## config.mk

```make
export PLATFORM = sky130hd
export DESIGN_NAME = iter_shifter
export DESIGN_NICKNAME = d
export VERILOG_FILES = /design/src/rtl/iter_shifter.sv
export SDC_FILE = /design/constraint.sdc
export NUM_CORES = 1
export LEC_CHECK = 0
export BUFFER_PORTS_ARGS = -buffer_cell sky130_fd_sc_hd__buf_2
export CAP_MARGIN = 15
export CORE_ASPECT_RATIO = 0.7
export CORE_MARGIN = 1.5
export CORE_UTILIZATION = 53
export CTS_BUF_LIST = sky130_fd_sc_hd__clkbuf_4
export DETAILED_ROUTE_END_ITERATION = 6
export GPL_TIMING_DRIVEN = 1
export PLACE_DENSITY = 0.81
export SLEW_MARGIN = 20
export SYNTH_ARGS = -nofsm -noshare
export SYNTH_HDL_FRONTEND = slang
export SYNTH_SLANG_ARGS = --single-unit
```

## constraint.sdc

```tcl
create_clock -name clk -period 2.65 [get_ports clk]
set_input_delay 0.795 -clock clk [delete_from_list [all_inputs] [get_ports clk]]
set_output_delay 0.795 -clock clk [all_outputs]
set_load 0.03 [all_outputs]
```

## src/rtl/iter_shifter.sv

```systemverilog
// iter_shifter: multi-cycle shift unit. It shifts one bit per clock and
// implements SLL, SRL and SRA with a start/busy/done handshake. The execute
// stage stalls while busy is high.
//
// Ports:
//   clk, rst_n  rising-edge clock, asynchronous active-low reset
//   start       request, sampled only when not busy (IDLE or DONE)
//   op          00 SLL, 01 SRL, 10 SRA, 11 treated as SLL
//   data_in     operand, captured when start is accepted
//   shamt_in    shift amount; only [SHAMT_W-1:0] is used
//   busy        high while shifting
//   done        one-cycle pulse when result has just been updated
//   result      last completed result, held until the next completion
module iter_shifter #(
  parameter int WIDTH   = 32,
  parameter int SHAMT_W = 5
) (
  input  logic             clk,
  input  logic             rst_n,
  input  logic             start,
  input  logic [1:0]       op,
  input  logic [WIDTH-1:0] data_in,
  input  logic [31:0]      shamt_in,
  output logic             busy,
  output logic             done,
  output logic [WIDTH-1:0] result
);

  typedef enum logic [1:0] {
    S_IDLE  = 2'd0,
    S_SHIFT = 2'd1,
    S_DONE  = 2'd2
  } state_e;

  state_e               state_q, state_d;
  logic [WIDTH-1:0]     acc_q, acc_d;
  logic [SHAMT_W-1:0]   cnt_q, cnt_d;
  logic [1:0]           op_q, op_d;
  logic [WIDTH-1:0]     result_q, result_d;
  logic                 busy_q, busy_d;
  logic                 done_q, done_d;
  logic [WIDTH-1:0]     acc_step;

  // Upper shift-amount bits are architecturally ignored.
  logic unused_shamt_hi;
  assign unused_shamt_hi = ^shamt_in[31:SHAMT_W];

  // One-bit shift of the accumulator according to the latched op.
  always_comb begin
    case (op_q)
      2'b01:   acc_step = {1'b0, acc_q[WIDTH-1:1]};
      2'b10:   acc_step = {acc_q[WIDTH-1], acc_q[WIDTH-1:1]};
      default: acc_step = {acc_q[WIDTH-2:0], 1'b0};
    endcase
  end

  always_comb begin
    state_d  = state_q;
    acc_d    = acc_q;
    cnt_d    = cnt_q;
    op_d     = op_q;
    result_d = result_q;
    busy_d   = 1'b0;
    done_d   = 1'b0;
    case (state_q)
      S_SHIFT: begin
        if (cnt_q != '0) begin
          acc_d  = acc_step;
          cnt_d  = cnt_q - SHAMT_W'(1);
          busy_d = 1'b1;
        end else begin
          // Count exhausted: publish and pulse done for one cycle.
          result_d = acc_q;
          state_d  = S_DONE;
          done_d   = 1'b1;
        end
      end
      default: begin
        // IDLE and DONE both accept a new request, which allows
        // back-to-back operations straight out of DONE.
        if (start) begin
          acc_d   = data_in;
          cnt_d   = shamt_in[SHAMT_W-1:0];
          op_d    = op;
          state_d = S_SHIFT;
          busy_d  = 1'b1;
        end else begin
          state_d = S_IDLE;
        end
      end
    endcase
  end

  always_ff @(posedge clk or negedge rst_n) begin
    if (!rst_n) begin
      state_q  <= S_IDLE;
      acc_q    <= '0;
      cnt_q    <= '0;
      op_q     <= '0;
      result_q <= '0;
      busy_q   <= 1'b0;
      done_q   <= 1'b0;
    end else begin
      state_q  <= state_d;
      acc_q    <= acc_d;
      cnt_q    <= cnt_d;
      op_q     <= op_d;
      result_q <= result_d;
      busy_q   <= busy_d;
      done_q   <= done_d;
    end
  end

  assign busy   = busy_q;
  assign done   = done_q;
  assign result = result_q;

endmodule

```

==> summary.txt <==
Placed design
  • Final GP Congestion: 0.849
  • Instance area at placement: 3860 um2
  • Detail Placement HPWL: a little over 5 mm
  • Port Buffer Count: 75
  • Place WS: 272 ps

Routing
  • Drt via density: roughly 5.8
  • Met2 routed WL: 3.50 mm
  • Routed Antenna Nets: 0
  • DRC: 0
  • WL per Instance: 15.1 um
  • Highest metal used: met4
  • Post-Route WL: between 7 and 8 mm
  • Starting DRT DRC Count: 253
  • Wl on met1: around 3.7 mm
  • Drt pass-1 iters: 5
  • Metal3 WL: 639 um
  • DR vias: 2,996

Timing
  • RSZ-0062 raised after global routing: no
  • PnR worst setup slack: 244 ps
  • Final-report hold violation count: 0
  • Worst hold margin: 315 ps
  • Final setup TNS: 0 ps
  • Skew final: 20.8 ps
  • Final slew viol count: 0
  • Fin crit share: 90.8%
  • Tmin final: roughly 2400 ps
  • Slew @ Worst Pin: slightly above 800 ps
  • Slew HR: 44.7%
  • F_max: around 0.42 GHz
  • Final setup viols: 0

Floorplan
  • Core Area: 6250 um2
  • Die Y-Extent: ~70 um
  • Initial Util: 55.0%
  • Chip width: 99.2 um
  • # rows: 24
  • Number of I/O pins: approximately 100
  • Die area: 6980 um2

Clock network
  • TritonCTS clock tree: done
  • Total CTS buffers: 9
  • Clk Latency, worst-skew pair: between 400 and 500 ps
  • Total setup buffers inserted after CTS: 0
  • Root buffer cell: clkbuf_4
  • CTS H-tree lvls: 3
  • CTS Hold Bufs: 0
  • Clk buf depth: 2
  • Clk sink count: 75
  • Post-CTS Resized: 0
  • Reg clk slew, reported paths: around 140 ps

Setup path
  • WS Path Type: reg -> reg
  • Crit end category: flop
  • Crit path DAT: 2770 ps
  • Crit path required time: 3020 ps
  • CP Max Fanout: 33
  • CP startpoint kind: flop

Synth
  • Yosys top cell area share: a little over half
  • Post-synth EDFFs: 0
  • Seq/Total Area, Yosys: 54.6%
  • Yosys warning count: 0
  • Synth Instances: around 370
  • #FFs+latches synth: 75
  • Syn Nets: between 400 and 500
  • Post-synth cell types: 31
  • Mapped cell area: 3430 um2
  • Synth top area cells: dfrtp_1 55%, nand2_1 11%, a221oi_1 7.7%
  • Ys async rst share: 100%
  • Syn avg cell area: 9.26 um2
  • Synth Flop Type: dfrtp_1
  • Largest area contributor in the netlist: dfrtp_1

Cells and area
  • Share of cells above drive strength 1: approximately a quarter
  • Final Cell Area: 3980 um2
  • Fin util: 63.7%
  • # nets final: just over 500
  • Synth-to-Final Area Change: 15.8%
  • Layout fillers: approximately 550
  • Diodes inserted: 0

Power and ir drop
  • Pwr per Cell Area: approximately 1400 nW/um2
  • Peak VDD IR: 0.657 mV
  • Lkg Pwr: 0.00215 uW

Global route
  • Gr usage total: between 20% and 30%
  • First-pass GRT wire length: 13.0 mm
  • Remaining Overflow, GRT: 0
  • Vias in the first global route: ~2,600
  • Antenna violations before repair: 0
  • Largest net degree at the start of global routing: 40

Hold path
  • Min-Delay Path Class: in -> async

Run
  • Max-cap violation count: 0

Status
  • Status: finished clean
## metal layers
metal	global-route usage, %	vias up
li1	-	1423
met1	35.4	1435
met2	34.7	132
met3	7.01	6
met4	5.01	0
met5	0	-
## report_power, final
part           internal, uW  switching (uW)
registers              1700             411
clock network           187             412
logic                  1070            1750
## through the flow
step                      std cells  total power, uW
after floorplan                 371             4210
after global placement          505             4840
after detailed placement        505             4930
after CTS                       521             5540
after global routing            521             5970
final                           521             5530
## area by class of cell
cell class	count	area [um2]	share of cell area, %
clock buffer	9	67.6	1.70
multi-input combinational	262	1410	35.4
timing repair buffer	83	450	11.3
clock inverter	7	45.0	1.13
inverter	7	31.3	0.786
tap	78	97.6	2.45
sequential	75	1880	47.2
## final timing paths
path,endpoint,from,cells after the start,slack (ps)
min in group clk,result[30],result[30],2,480
min reg2reg,result[30],result[30],2,480
max in group asynchronous,acc_q[31],rst_n,2,1740
max,result[31],cnt_q[0],7,240
max reg2reg,result[31],cnt_q[0],7,240
min,result[20],rst_n,1,310
## cell usage in the layout (no fill, tap or decap), types with 3 or more instances in the layout
cell type   count
buf_4           8
o21ai_0         3
dfrtp_1        75
clkbuf_4        9
a211oi_1        3
and3_1         30
nand3_1         3
clkinvlp_4      3
inv_1           5
ha_1            3
a21oi_1        33
nand2_1       101
buf_2          74
a221oi_1       30
nor2_1         36
## worst max-delay path, stage by stage, from the launching register on
cell	delay, ps
dfrtp_1	440
inv_1	70
ha_1	210
or3b_1	430
or3_1	650
inv_6	330
nand2_1	130
nand2_1	80
## synth_stat cells (5+ instances only)
master	n
nor2_1	36
dfrtp_1	75
clkbuf_1	15
inv_1	5
a21oi_1	33
and3_1	30
a221oi_1	30
buf_2	8
nand2_1	101
## state kept, by name (all words and copies together), names as in the netlist
name / cells
result: 32
done: 1
busy: 1
op_q: 2
cnt_q: 5
acc_q: 32
state_q: 2
## kinds of logic after synthesis
| logic type | after synthesis | synth area share, % |
|---|---|---|
| and+or+nand+nor | 181 | 23.2 |
| DFF | 75 | 54.6 |
| AOI/OAI and AO/OA | 73 | 14.6 |
| buffers and inverters | 34 | 4.92 |
| muxes | 5 | 1.57 |
| adders and majority gates | 3 | 1.09 |
No activity file was read; power rests on OpenSTA's default activity.
